[config.mk]
export PLATFORM = sky130hd
export DESIGN_NAME = anc_adapt_flat
export DESIGN_NICKNAME = d
export VERILOG_FILES = /design/src/rtl/anc_pkg.sv /design/src/rtl/anc_adapt_if.sv /design/src/rtl/anc_sat_add.sv /design/src/rtl/anc_adapt.sv /design/src/flat_wrapper.sv
export SDC_FILE = /design/constraint.sdc
export NUM_CORES = 1
export LEC_CHECK = 0
export ABC_AREA = 1
export CAP_MARGIN = 20
export CORE_MARGIN = 2
export CORE_UTILIZATION = 57
export CTS_CLUSTER_DIAMETER = 100
export DETAILED_ROUTE_END_ITERATION = 6
export HOLD_SLACK_MARGIN = 0.02
export PLACE_DENSITY_LB_ADDON = 0.1
export SYNTH_ARGS = -nofsm -noshare
export SYNTH_HDL_FRONTEND = slang
export SYNTH_HIERARCHICAL = 1
export SYNTH_SLANG_ARGS = --single-unit
[constraint.sdc]
create_clock -name Clk_100M -period 2.5 [get_ports Clk_100M]
set_clock_uncertainty 0.05 [all_clocks]
set_input_delay 0.5 -clock Clk_100M [delete_from_list [all_inputs] [get_ports Clk_100M]]
set_output_delay 0.5 -clock Clk_100M [all_outputs]
set_load 0.005 [all_outputs]
[src/rtl/anc_pkg.sv]
// ---------------------------------------------------------------------------
// anc_pkg
// Shared widths, sample/product types and saturation limits for the ANC core.
// Imported by the adaptation datapath and reusable by the FIR accumulator.
// ---------------------------------------------------------------------------
package anc_pkg;

  localparam int ANC_DW           = 11;
  localparam int ANC_MU_SHIFT_DEF = 4;

  typedef logic signed [ANC_DW-1:0]   sample_t;
  typedef logic signed [2*ANC_DW-1:0] prod_t;

  localparam sample_t SAT_MAX = sample_t'(2**(ANC_DW-1) - 1);
  localparam sample_t SAT_MIN = sample_t'(-(2**(ANC_DW-1)));

endpackage

[src/rtl/anc_adapt_if.sv]
// ---------------------------------------------------------------------------
// anc_adapt_if
// Sample/coefficient bus of the LMS weight-update block.
//   FilterEN : adaptation enable (sample strobe)
//   Err      : signed error-microphone sample
//   SigIn    : signed reference-signal sample
//   WzIn     : signed current coefficient
//   WzOut    : signed updated coefficient (registered in the block)
// master = sample source / coefficient store, slave = anc_adapt.
// ---------------------------------------------------------------------------
interface anc_adapt_if #(
  parameter int DW = anc_pkg::ANC_DW
);

  logic                 FilterEN;
  logic signed [DW-1:0] Err;
  logic signed [DW-1:0] SigIn;
  logic signed [DW-1:0] WzIn;
  logic signed [DW-1:0] WzOut;

  modport master (
    output FilterEN, Err, SigIn, WzIn,
    input  WzOut
  );

  modport slave (
    input  FilterEN, Err, SigIn, WzIn,
    output WzOut
  );

endinterface

[src/rtl/anc_sat_add.sv]
// ---------------------------------------------------------------------------
// anc_sat_add
// Combinational saturating adder: o_sum = sat(i_a + i_b), where i_a is a
// DW-bit sample and i_b a 2*DW-bit wide term. The sum is formed in 2*DW+1
// bits so it can never wrap, then clamped to the DW-bit two's-complement
// range [-2^(DW-1), 2^(DW-1)-1].
//   i_a   : signed DW-bit operand
//   i_b   : signed 2*DW-bit operand
//   o_sum : signed DW-bit saturated result
// ---------------------------------------------------------------------------
module anc_sat_add #(
  parameter int DW = anc_pkg::ANC_DW
) (
  input  logic signed [DW-1:0]   i_a,
  input  logic signed [2*DW-1:0] i_b,
  output logic signed [DW-1:0]   o_sum
);

  localparam int SW = 2*DW + 1;
  localparam logic signed [SW-1:0] W_MAX = SW'(2**(DW-1) - 1);
  localparam logic signed [SW-1:0] W_MIN = ~W_MAX;  // -2^(DW-1)

  logic signed [SW-1:0] w_sum;

  // Size casts of signed operands sign-extend.
  assign w_sum = SW'(i_a) + SW'(i_b);

  always_comb begin
    o_sum = w_sum[DW-1:0];
    if (w_sum > W_MAX) begin
      o_sum = {1'b0, {(DW-1){1'b1}}};
    end else if (w_sum < W_MIN) begin
      o_sum = {1'b1, {(DW-1){1'b0}}};
    end
  end

endmodule

[src/rtl/anc_adapt.sv]
// ---------------------------------------------------------------------------
// anc_adapt
// LMS weight-update datapath of the ANC core:
//   WzOut = sat(WzIn + ((Err * SigIn) >>> MU_SHIFT))
// Two-stage pipeline: stage 1 registers the full-precision product and the
// current coefficient when FilterEN is high; stage 2 shifts, adds and
// saturates into WzOut one edge later. One update per cycle throughput.
//
// Optional feature macro: ANC_LEAKY_EN
//   defined   -> leaky LMS: sum = w_d - (w_d >>> LEAK_SHIFT) + upd
//   undefined -> plain LMS, no leakage logic
//
// Ports:
//   Clk_100M : 100 MHz clock, rising edge
//   Reset    : asynchronous active-low reset
//   bus      : anc_adapt_if slave (FilterEN, Err, SigIn, WzIn in; WzOut out)
// ---------------------------------------------------------------------------
module anc_adapt
  import anc_pkg::*;
#(
  parameter int DW         = ANC_DW,
`ifdef ANC_LEAKY_EN
  parameter int LEAK_SHIFT = 8,
`endif
  parameter int MU_SHIFT   = ANC_MU_SHIFT_DEF
) (
  input  logic         Clk_100M,
  input  logic         Reset,
  anc_adapt_if.slave   bus
);

  // Stage 1 state
  logic signed [2*DW-1:0] r_prod;
  logic signed [DW-1:0]   r_w_d;
  logic                   r_v1;
  // Stage 2 state
  logic signed [DW-1:0]   r_wz_out;

  logic signed [2*DW-1:0] w_upd;
  logic signed [DW-1:0]   w_base;
  logic signed [DW-1:0]   w_sat;

  // Arithmetic shift on a signed operand: floor rounding toward -inf.
  assign w_upd = r_prod >>> MU_SHIFT;

`ifdef ANC_LEAKY_EN
  // Leak term only shrinks |w_d|, so the difference always fits in DW bits.
  assign w_base = r_w_d - (r_w_d >>> LEAK_SHIFT);
`else
  assign w_base = r_w_d;
`endif

  anc_sat_add #(
    .DW (DW)
  ) u_sat_add (
    .i_a   (w_base),
    .i_b   (w_upd),
    .o_sum (w_sat)
  );

  always_ff @(posedge Clk_100M or negedge Reset) begin
    if (!Reset) begin
      r_prod   <= '0;
      r_w_d    <= '0;
      r_v1     <= 1'b0;
      r_wz_out <= '0;
    end else begin
      r_v1 <= bus.FilterEN;
      if (bus.FilterEN) begin
        // 2*DW bits holds even (-2^(DW-1))^2 = +2^(2DW-2) without overflow.
        r_prod <= $signed((2*DW)'(bus.Err)) * $signed((2*DW)'(bus.SigIn));
        r_w_d  <= bus.WzIn;
      end
      if (r_v1) begin
        r_wz_out <= w_sat;
      end
    end
  end

  assign bus.WzOut = r_wz_out;

endmodule

[src/flat_wrapper.sv]
// flat-port wrapper written by rule: the top's interface ports become plain ports
module anc_adapt_flat import anc_pkg::*;
#(
  parameter int DW         = ANC_DW,

  parameter int MU_SHIFT   = ANC_MU_SHIFT_DEF
)
  (Clk_100M, Reset, bus_FilterEN, bus_Err, bus_SigIn, bus_WzIn, bus_WzOut);
  anc_adapt_if #(.DW(DW)) bus_i ();
  input  logic Clk_100M;
  input  logic Reset;
  input wire logic [$bits(bus_i.FilterEN)-1:0] bus_FilterEN;
  input wire logic [$bits(bus_i.Err)-1:0] bus_Err;
  input wire logic [$bits(bus_i.SigIn)-1:0] bus_SigIn;
  input wire logic [$bits(bus_i.WzIn)-1:0] bus_WzIn;
  output wire logic [$bits(bus_i.WzOut)-1:0] bus_WzOut;
  assign bus_i.FilterEN = bus_FilterEN;
  assign bus_i.Err = bus_Err;
  assign bus_i.SigIn = bus_SigIn;
  assign bus_i.WzIn = bus_WzIn;
  assign bus_WzOut = bus_i.WzOut;
  anc_adapt #(.DW(DW), .MU_SHIFT(MU_SHIFT)) u_core (.Clk_100M(Clk_100M), .Reset(Reset), .bus(bus_i));
endmodule
# --- Yosys cells after proc, flatten, opt, wreduce, memory -nomap -nowiden ---
# Cells that the tools add are included.
word_totals:
  regBits: 45
  inputBits: 36
  output_inout_bits: 11
classes:
  addsub: 1
  n_mul: 1
  n_lt_le_gt_ge: 2
  mux: 2
ops:
  columns: ["operator", "count"]
  rows:
  - ["greater-than comparator 23 x 11 -> 1 bit (second input constant)", 1]
  - ["less-than comparator 23 x 11 -> 1 bit (second input constant)", 1]
  - ["multiplier 11 x 11 -> 22 bit", 1]
  - ["2-to-1 mux 11 bit", 2]
  - ["adder 11 x 18 -> 19 bit", 1]

# --- Logic depth before layout (Yosys ltp) ---
# Gate-level depths: netlist of the first run.
logic_depth:
  word_depth: 4
  ltp_mapped: 25

# --- Hierarchy ---
# The synthesis of the first run kept the hierarchy.
by_module_without_submodules:
  columns: ["module", "n_inst", "cells_per_inst", "area_each_um2", "seq_area_each_um2"]
  rows:
  - ["anc_adapt", 1, 859, 6707.7, 1026.0]
  - ["anc_sat_add", 1, 346, 1712.9, 0.0]

# --- Worst setup path after synthesis of the first run ---
# OpenSTA, ideal clock, no wires.
synth_path:
  kind: "input-to-reg"
  from: "input bus_Err[10]"
  to: "register u_core.r_prod[21]"
  t_arrival_ps: 4940
  required_ps: 2333
  setup_slack_ps: -2607
  cell_stages: 22
  path_buffers: 1
  path_cell_list: "clkbuf_1 > nand2_1 > inv_1 > fa_1 > inv_1 > fa_1 > inv_1 > fa_1 > inv_1 > fa_1 > fa_1 > inv_1 > ha_1 > nand2_1 > nor2_1 > and2_1 > nand3_1 > inv_1 > nor2_1 > nand2_1 > nand3_1 > nand2_1"
synth_via:
  elab_chain_cells: 1
synth_rtl:
  columns: ["element", "line_no", "text"]
  rows:
  - ["start, declared", "flat_wrapper.sv:13", "input wire logic [$bits(bus_i.Err)-1:0] bus_Err;"]
  - ["multiplier 11 x 11 -> 22 bit", "anc_adapt.sv:71", "r_prod <= $signed((2*DW)'(bus.Err)) * $signed((2*DW)'(bus.SigIn));"]
  - ["end signal, assigned", "anc_adapt.sv:71", null]
  - ["end, declared", "anc_adapt.sv:33", "logic signed [2*DW-1:0] r_prod;"]
# Every way passes these cells.
# A chain may end at the register's enable or synchronous reset.

# --- Worst setup path in the final report of the first run ---
layout_path:
  from: "input bus_SigIn[7]"
  to: "register u_core.r_prod[21]"
layout_via:
  elab_chain_cells: 1
layout_rtl:
  columns: ["element", "line_no", "text"]
  rows:
  - ["start, declared", "flat_wrapper.sv:14", "input wire logic [$bits(bus_i.SigIn)-1:0] bus_SigIn;"]
  - ["multiplier 11 x 11 -> 22 bit", "anc_adapt.sv:71", null]
# Every way passes these cells.

==> metrics.md, run 1 <==
| Metric | Value |
|---|---|
| FF+latch area | `a little over 0.001 mm^2` |
| CP Data Required Time | `around 2.6 ns` |
| Area share of the leading cell type in the synthesized netlist | `0.278` |
| Mapped Cells | `1205` |
| Fmax | `0.216 GHz` |
| Core area | `0.0145 mm^2` |
| Max Cap Viol | `0` |
| TritonCTS Buffers | `5` |
| Post-synth design cell area | `0.00842 mm^2` |
| YS warnings | `6` |
| CTS tree | `yes` |
| Initial core utilization | `0.582` |
| Max Root-Sink Buffers | `2` |
| RSZ-0062 raised after global routing | `yes` |
| Sequential share of the synthesized area | `0.122` |
| Met1 Routed Length | `~10 mm` |
| Fill count | `about 920` |
| Via/cell ratio | `5.24` |
| DIE HEIGHT | `between 100 and 150 um` |
| Slew margin rel. | `0.582` |
| Overall Global Routing Usage | `0.327` |
| Width of the chip | `between 100 and 150 um` |
| CP max FO | `6` |
| Fraction of registers with async set/reset | `1.00` |
| CTS clk-pin slew, worst paths | `0.06 ns` |
| Top sig layer | `met4` |
| Total number of vias | `between 8000 and 9000` |
| First-pass iteration count of the detailed router | `5` |
| Syn_area_per_cell | `6.99 um^2` |
| DR WL met2 | `between 10 and 15 mm` |
| Vias in the first global route | `8887` |
| Die area | `0.0158 mm^2` |
| Critical path class | `primary input to register` |
| DP Wirelength | `17.8 mm` |
| DRC | `0` |
| Cell variety after synth | `38` |
| Average wire per standard cell | `15.5 um` |
| Slew Viols, Final | `0` |
| GP Congestion | `between 0.9 and 1` |
| # IOs | `47` |
| Diode count | `0` |
| Number of synthesized flops with an enable pin | `0` |
| Input/output buffers | `between 40 and 50` |
| First-pass GRT wire length | `about 42 mm` |
| Status | `finished with violations` |
| Cell taking the most area after synthesis | `fa_1` |
| Final Cycle Share | `1.85` |
| Period minus WS final | `approximately 4.6 ns` |
| CTS Sinks | `41` |
| Setup slack after layout | `-2.14 ns` |
| Type of the worst min-delay path | `primary input to async pin` |
| Setup Viol. Count Final | `29` |
| Failing checks | `setup timing` |
| Total Nets Final | `approximately 1600` |
| Mapped Nets | `1426` |
| Final WL | `24.8 mm` |
| H-tree depth | `2` |
| Worst endpoint data arrival time | `4.77 ns` |
| Largest net degree at the start of global routing | `42` |
| # rows | `44` |
| Least-Margin Pin Slew | `0.626 ns` |
| Crit. End Element | `register` |
| Endpoints failing hold | `0` |
| Starting DRT DRC Count | `728` |
| Critical Path Start Type | `primary input` |
| Top cells by area, synth | `fa_1 (28%), nand2_1 (18%), inv_1 (13%)` |
| Antenna violations before repair | `0` |
| Seq cells post-synth | `41` |
| Layout cell share with drive strength beyond 1 | `0.319` |
| Most used DFF post-synth | `dfrtp_1` |
| ANT nets after route | `0` |
| Clk root buf | `clkbuf_16` |
| Setup tns final | `-35.76 ns` |
| Clock latency on the worst-skew pair | `0.29 ns` |
| Area Growth Syn to Fin | `39.8%` |
| Met3 routed WL | `1.91 mm` |
| Pre-CTS setup slack | `-2.88 ns` |
| Multi-input gate area | `roughly 0.007 mm^2` |
| Grt ovf | `0` |
[routing by layer]
metal | GRT usage | up-vias
li1 | - | 3969
met1 | 0.438 | 4071
met2 | 0.548 | 300
met3 | 0.0650 | 54
met4 | 0.0843 | 0
met5 | 0 | -
[state kept, by name, summed over array words and instances (netlist names)]
| signal | flops |
|---|---|
| u_core/r_prod | 18 |
| u_core/bus.WzOut | 11 |
| u_core/r_w_d | 11 |
| u_core/r_v1 | 1 |
[kinds of logic after synthesis]
logic type,share of synthesized area
xor+xnor,0.0155
buf+inv,0.147
fa+ha+maj,0.379
simple gates,0.286
flops,0.122
mux,0.0147
compound gates,0.0358
[placed cells by master (no fill, tap or decap), types with 4 or more instances in the layout]
cell type        instances
nor2_2                  14
ha_1                    45
buf_12                   8
fa_2                    12
buf_6                   44
o21bai_1                 4
ha_4                    22
inv_2                   52
buf_2                   11
a21oi_4                  9
nor2_4                  12
inv_1                  241
xor2_1                   7
nand3_2                  7
or2_4                    4
nand3b_1                 7
fa_1                   105
nor2_1                  42
clkbuf_16                5
a21oi_2                  9
nor3_1                   4
o21ai_1                  4
nand2_4                 25
or2_1                    6
nand4_1                  8
nand2_1                347
buf_4                  134
mux2_2                  11
o21ai_2                  4
a21oi_1                 13
clkdlybuf4s50_1         23
dfrtp_1                 40
nand2_2                 35
nand3_1                 53
[worst paths after layout]
check	start	to	slack, ns	cells after the start
max	bus_SigIn[7]	u_core/r_prod[21]	-2.14	23
min	Reset	u_core/bus.WzOut[8]	0.21	2
max reg2reg	u_core/r_w_d[10]	u_core/bus.WzOut[1]	-0.27	15
min reg2reg	u_core/r_prod[15]	u_core/r_prod[15]	0.44	2
max in group asynchronous	Reset	u_core/r_w_d[10]	1.79	2
min in group Clk_100M	u_core/r_prod[15]	u_core/r_prod[15]	0.44	2
[synthesized netlist by cell type, types with 7 or more instances]
cell	instances
nand2_1	396
inv_1	292
fa_1	117
ha_1	68
nand3_1	60
nor2_1	60
dfrtp_1	41
a21oi_1	27
clkbuf_1	26
nand2_2	12
mux2_2	11
o21ai_0	9
nand4_1	8
nand3b_1	7
nor2_2	7
xor2_1	7
[area by class of cell]
type | instances | share of cell area
clock inverter | 3 | 0.00191
timing repair buffer | 233 | 0.180
sequential | 41 | 0.0873
multi-input combinational | 836 | 0.603
inverter | 299 | 0.0965
timing repair inverter | 1 | 0.000425
clock buffer | 5 | 0.0106
tap | 184 | 0.0196
[critical path, cell delays in order]
cell	delay [ns]
buf_2	0.09
buf_6	0.14
buf_4	0.14
nand2_1	0.07
fa_1	0.55
inv_1	0.06
fa_1	0.56
fa_1	0.45
fa_1	0.53
inv_1	0.05
fa_1	0.49
inv_2	0.05
ha_4	0.27
nand2_4	0.11
inv_1	0.07
nand2_2	0.07
nand2_2	0.06
a21oi_2	0.17
nand2_1	0.07
nor2_1	0.09
nand2_1	0.06
nand3_1	0.06
nand2_1	0.05
[metrics by stage]
step	hold WS, ns	util	std cells	cell area (um^2)
final	0.210	0.813	1602	11800
after global routing	0.269	0.813	1602	11800
after CTS	0.237	0.798	1597	11600
after detailed placement	0.421	0.720	1533	10400
after global placement	0.416	0.720	1533	10400
after floorplan	0.154	-	1205	9080
[timing repair]
| action | CTS | global route |
|---|---|---|
| hold buffers | 0 | 0 |
| resized for setup | 235 | 53 |
| buffers inserted | 51 | 6 |
| pin swaps | 128 | 38 |
| cloned | 5 | 0 |
| endpoints found under the setup margin | 29 | 29 |
Power of run 1 is not shown: default switching activity piles up to over one toggle a cycle in this logic, so the estimate is an artifact.
==> run 2, diff against run 1 <==
--- a/config.mk
+++ b/config.mk
@@ -7,6 +7,7 @@
 export LEC_CHECK = 0
 export ABC_AREA = 1
 export CAP_MARGIN = 20
+export CORE_ASPECT_RATIO = 1.75
 export CORE_MARGIN = 2
 export CORE_UTILIZATION = 57
 export CTS_CLUSTER_DIAMETER = 100
==> run 2 against run 1 <==
  * The run still ends with setup timing left
  * Worst setup slack worse by 0.043 ns
  * Critical path depth is 3 lower
  * Non-clock buffer count is 19 higher
  * Final cell count is 1.0% higher
  * Die area is 0.24% higher
  * Routed wire length is 24% higher
  * Sequential share of layout area is 0.67 points lower
  * Utilization is 7.0 points higher
  * Global-route usage is 3.6 points higher
  * Worst hold slack better by 0.089 ns
  * Design area is 8.3% higher
  * Via count is 6.9% higher
  * Critical path type unchanged
  * Largest cell class unchanged
  * Highest routed layer unchanged
==> metrics.md, run 2 (synthesis results as in run 1) <==
| Metric | Value |
|---|---|
| Family with the most delay on the worst path | `adder cells` |
| RR Startpoint | `u_core/r_w_d[10]` |
| Type of the worst min-delay path | `primary input to async pin` |
| CP Buf/Inv Count | `6` |
| Post-route insts no fill | `1618` |
| TritonCTS Buffers | `5` |
| Slew margin rel. | `0.299` |
| Antenna violations before repair | `0` |
| # IOs | `47` |
| Total Nets Final | `1658` |
| Worst r2r path cells | `16` |
| Crit. End Element | `register` |
| Layout cell share with drive strength beyond 1 | `0.405` |
| Largest net degree at the start of global routing | `between 40 and 50` |
| DIE HEIGHT | `165 um` |
| Grt ovf | `0` |
| Diode count | `0` |
| Largest Register | `u_core/r_prod` |
| Critical Path Start Type | `primary input` |
| Final WL | `just over 30 mm` |
| CP max stage cell | `fa_2` |
| Period minus WS final | `4.68 ns` |
| Input/output buffers | `46` |
| Status | `finished with violations` |
| Most frequent cells in the layout | `nand2_1 (293), inv_1 (239), buf_4 (141)` |
| First-pass iteration count of the detailed router | `5` |
| Critical path class | `primary input to register` |
| Clock latency on the worst-skew pair | `0.29 ns` |
| Max Cap Viol | `0` |
| CP Data Required Time | `2.67 ns` |
| Failing checks | `setup timing` |
| CTS Sinks | `41` |
| ANT nets after route | `0` |
| Worst reg2reg path endpoint | `u_core/bus.WzOut[9]` |
| Starting DRT DRC Count | `521` |
| DP Wirelength | `18.3 mm` |
| Die area | `0.0158 mm^2` |
| Hold buffer count at cts | `0` |
| Worst reg2reg setup slack | `-0.43 ns` |
| Area Growth Syn to Fin | `51.4%` |
| Setup slack after layout | `-2.18 ns` |
| Worst endpoint data arrival time | `4.85 ns` |
| H-tree depth | `2` |
| GP Congestion | `0.939` |
| Fmax | `roughly 0.21 GHz` |
| Top cell by count, worst path | `fa_1` |
| CTS clk-pin slew, worst paths | `0.06 ns` |
| Max Root-Sink Buffers | `2` |
| Setup Viol. Count Final | `29` |
| Dpl cells | `1535` |
| Via/cell ratio | `5.55` |
| CP max FO | `5` |
| Initial core utilization | `0.583` |
| Fill count | `721` |
| Endpoints failing hold | `0` |
| Vias in the first global route | `approximately 9200` |
| Final Cycle Share | `1.87` |
| Average wire per standard cell | `~19 um` |
| DRC | `0` |
| # rows | `58` |
| Overall Global Routing Usage | `0.363` |
| RSZ-0062 raised after global routing | `yes` |
| Core area | `0.0144 mm^2` |
| Critical-path cell list | `buf_12 -> buf_12 -> nand2_4 -> inv_2 -> fa_2 -> inv_2 -> buf_4 -> fa_1 -> fa_1 -> fa_1 -> fa_1 -> inv_1 -> ha_4 -> nand2_4 -> nor2_2 -> nand3_1 -> nand3_2 -> or2_1 -> nand3_1 -> nand2_1` |
| Slew Viols, Final | `0` |
| Total number of vias | `8975` |
| Max incr delay on CP | `0.60 ns` |
| Largest register FFs | `18` |
| Clk root buf | `clkbuf_16` |
| Least-Margin Pin Slew | `1.05 ns` |
| First-pass GRT wire length | `43.6 mm` |
| Most common cell after layout, fill and taps aside | `nand2_1` |
| Width of the chip | `95.9 um` |
| CTS tree | `yes` |
-- run 2: cell types whose count changed in the layout (fill, tap and decap cells not counted), sizes merged --
cell | before | now
buf | 201 | 225
bufbuf | 1 | 0
clkbuf | 7 | 6
clkdlybuf4s15 | 3 | 1
clkdlybuf4s50 | 23 | 24
clkinv | 5 | 4
clkinvlp | 2 | 0
dlygate4sd2 | 3 | 1
inv | 296 | 298
nand2 | 409 | 411
-- run 2: layer usage --
metal  track usage  wire length (um)  vias to the layer above
li1              -                 -                     4008
met5             0                 0                        -
met4         0.242              3090                        0
met3        0.0411              1460                      241
met2         0.697             16600                      457
met1         0.347              9630                     4269
-- run 2: worst max path at each step --
stage                 start                end  slack [ns]  cells after the start
5_1_grt         bus_Err[10]  u_core/r_prod[15]       -2.33                     20
3_3_place_gp    bus_Err[10]  u_core/r_prod[21]       -2.72                     23
6_report        bus_Err[10]  u_core/r_prod[15]       -2.18                     20
4_1_cts         bus_Err[10]  u_core/r_prod[20]       -2.10                     22
3_5_place_dp    bus_Err[10]  u_core/r_prod[21]       -2.81                     22
2_1_floorplan  bus_SigIn[2]  u_core/r_prod[21]       -2.08                     21
-- run 2: what timing repair did --
item / CTS / global route
resized for setup: 293 / 190
pin swaps: 127 / 113
gates cloned: 7 / 0
setup buffers: 49 / 23
setup endpoints to repair: 29 / 29
-- run 2: layout make-up --
cell class                      instances  area (um^2)  share of cell area
Inverter                              299         1150              0.0900
Sequential cell                        41         1030              0.0806
Multi-Input combinational cell        838         7870               0.617
Clock inverter                          3         22.5             0.00177
Timing Repair Buffer                  252         2330               0.183
Clock buffer                            5          125             0.00981
Tap cell                              180          225              0.0177
-- run 2: per-stage QoR --
stage,util,hold WS (ns),worst slack [ns],TNS (ns),area [um^2]
2_1_floorplan,-,0.154,-2.08,-29.92,9080
3_3_place_gp,0.727,0.413,-2.72,-47.25,10500
3_5_place_dp,0.727,0.415,-2.81,-49.13,10500
4_1_cts,0.832,0.312,-2.10,-34.12,12000
5_1_grt,0.883,0.363,-2.33,-40.17,12700
6_report,0.883,0.299,-2.18,-37.33,12700
-- run 2: worst register-to-register path: cells and delay by family (launching register included) --
family                     cells  cell delay [ns]
buffers and inverters          2             0.27
muxes                          1             0.25
and+or+nand+nor               12             1.43
DFF                            1             0.50
adders and majority gates      1             0.31
Power of run 2 is left out for the same reason.
==> run 3, diff against run 2 <==
--- a/config.mk
+++ b/config.mk
@@ -10,7 +10,7 @@
 export CORE_ASPECT_RATIO = 1.75
 export CORE_MARGIN = 2
 export CORE_UTILIZATION = 57
-export CTS_CLUSTER_DIAMETER = 100
+export CTS_CLUSTER_DIAMETER = 80
 export DETAILED_ROUTE_END_ITERATION = 6
 export HOLD_SLACK_MARGIN = 0.02
 export PLACE_DENSITY_LB_ADDON = 0.1
@@ -18,3 +18,4 @@
 export SYNTH_HDL_FRONTEND = slang
 export SYNTH_HIERARCHICAL = 1
 export SYNTH_SLANG_ARGS = --single-unit
+export TNS_END_PERCENT = 1
==> run 3 against run 2 <==
  * The flow still finishes with violations (setup timing)
  * Sequential share of layout area up 0.78 points
  * Worst setup slack better by 0.0016 ns
  * Sequential cell count did not move
  * First-iteration DRC count decreased by 43%
  * Via count decreased by 7.9%
  * Die area unchanged
  * Count of clock-buffer cells in the layout unchanged
  * Maximum frequency barely moved
  * Utilization down 7.8 points
  * Critical path type unchanged
  * Critical endpoint unchanged
==> metrics.md, run 3 (synthesis results as in run 1) <==
| Metric | Value |
|---|---|
| Status | `finished with violations` |
| Failing checks | `setup timing` |
| H-tree depth | `2` |
| DIE HEIGHT | `165 um` |
| TritonCTS Buffers | `5` |
| Input/output buffers | `46` |
| DRC | `0` |
| Largest Register | `u_core/r_prod` |
| Endpoints failing hold | `0` |
| CP max stage cell | `fa_2` |
| Critical-path cell list | `dlygate4sd2_1 -> buf_6 -> buf_12 -> buf_4 -> nand2_2 -> fa_1 -> fa_2 -> fa_1 -> fa_1 -> fa_1 -> inv_1 -> ha_4 -> nand2_4 -> buf_12 -> nor2_4 -> nand3_2 -> nand3_1 -> or2_1 -> nand3_1 -> nand2_1` |
| Vias in the first global route | `between 8000 and 9000` |
| Type of the worst min-delay path | `primary input to async pin` |
| CTS tree | `yes` |
| Crit. End Element | `register` |
| Clock latency on the worst-skew pair | `0.29 ns` |
| Least-Margin Pin Slew | `just over 0.9 ns` |
| Max Root-Sink Buffers | `2` |
| Setup slack after layout | `-2.18 ns` |
| RR Startpoint | `u_core/r_w_d[10]` |
| Antenna violations before repair | `0` |
| Most common cell after layout, fill and taps aside | `nand2_1` |
| Starting DRT DRC Count | `298` |
| Area Growth Syn to Fin | `38.0%` |
| ANT nets after route | `0` |
| Largest net degree at the start of global routing | `between 40 and 50` |
| First-pass GRT wire length | `around 39 mm` |
| Max incr delay on CP | `0.57 ns` |
| Routing usage on met1 | `0.286` |
| RSZ-0062 raised after global routing | `yes` |
| Final WL | `24.6 mm` |
| Overall Global Routing Usage | `0.322` |
| Clk root buf | `clkbuf_16` |
| DP Wirelength | `18.4 mm` |
| GP Congestion | `0.904` |
| Total number of vias | `just over 8000` |
| Worst endpoint data arrival time | `roughly 4.9 ns` |
| Total Nets Final | `1650` |
| Fmax | `0.214 GHz` |
| Final Cycle Share | `1.87` |
| Worst reg2reg setup slack | `-0.29 ns` |
| Final core occ | `0.805` |
| Top Usage Layer GRT | `met2` |
| Grt ovf | `0` |
| Top cell by count, worst path | `fa_1` |
| Initial core utilization | `0.583` |
| # rows | `58` |
| Period minus WS final | `4.68 ns` |
| # IOs | `47` |
| CP Data Required Time | `2.68 ns` |
| Largest register FFs | `18` |
| CP max FO | `5` |
| Layout cell share with drive strength beyond 1 | `0.303` |
| Slew margin rel. | `0.385` |
| Setup Viol. Count Final | `28` |
| Met3 Use GR | `0.0210` |
| Worst reg2reg path endpoint | `u_core/bus.WzOut[5]` |
| Average wire per standard cell | `15.3 um` |
| Critical path class | `primary input to register` |
| CTS Sinks | `around 40` |
| Most frequent cells in the layout | `nand2_1 (357), inv_1 (254), buf_4 (166)` |
| Max Cap Viol | `0` |
| CTS clk-pin slew, worst paths | `0.06 ns` |
| Met2 usage | `0.647` |
| Diode count | `0` |
| Setup tns final | `-36.42 ns` |
| Width of the chip | `95.9 um` |
| Critical Path Start Type | `primary input` |
| Worst r2r path cells | `14` |
| Core area | `0.0144 mm^2` |
| Die area | `between 0.015 and 0.02 mm^2` |
| First-pass iteration count of the detailed router | `5` |
| Slew Viols, Final | `0` |
| Via/cell ratio | `5.14` |
-- run 3: final cells by class --
cell class / instances / area (um^2)
multi-input cells: 836 / 7000
fillers: 999 / 2820
repair buffers: 245 / 2090
inverters: 299 / 1130
flip-flops and latches: 41 / 1030
well taps: 180 / 225
clock buffers: 5 / 125
clock inverters: 3 / 21.3
repair inverters: 1 / 7.51
-- run 3: worst max-delay path by stage --
stage	startpoint	to	slack (ns)	cells past startpoint
4_1_cts	bus_SigIn[4]	u_core/r_prod[21]	-2.19	23
3_3_place_gp	bus_SigIn[3]	u_core/r_prod[21]	-3.00	22
2_1_floorplan	bus_SigIn[2]	u_core/r_prod[21]	-2.11	21
5_1_grt	bus_Err[6]	u_core/r_prod[18]	-2.36	22
6_report	bus_Err[9]	u_core/r_prod[15]	-2.18	20
3_5_place_dp	bus_SigIn[3]	u_core/r_prod[21]	-3.06	22
-- run 3: metrics by stage --
step,cells,hold WS (ns),worst slack (ns),cell area (um^2)
6_report,1610,0.295,-2.18,11600
2_1_floorplan,1205,0.154,-2.11,8690
3_5_place_dp,1556,0.420,-3.06,10400
5_1_grt,1610,0.380,-2.36,11600
3_3_place_gp,1556,0.414,-3.00,10400
4_1_cts,1599,0.319,-2.19,11300
-- run 3: per-layer routing --
metal | vias up | wire, um
met1 | 3925 | 8070
met2 | 231 | 14100
met4 | 0 | 1790
met3 | 116 | 598
met5 | - | 0
li1 | 3997 | -
-- run 3: critical path: cells and delay by family --
kind	cells	cell delay (ns)
and+or+nand+nor	8	0.79
buffers and inverters	6	0.82
adders and majority gates	6	2.76
-- run 3: timing repair --
| item | 4_1_cts | 5_1_grt |
|---|---|---|
| pin swaps | 81 | 84 |
| hold buffers | 0 | 0 |
| endpoints found under the setup margin | 29 | 29 |
| cloned | 4 | 0 |
| gates resized for setup | 169 | 96 |
| buffers inserted | 31 | 13 |
Power of run 3 is left out for the same reason.
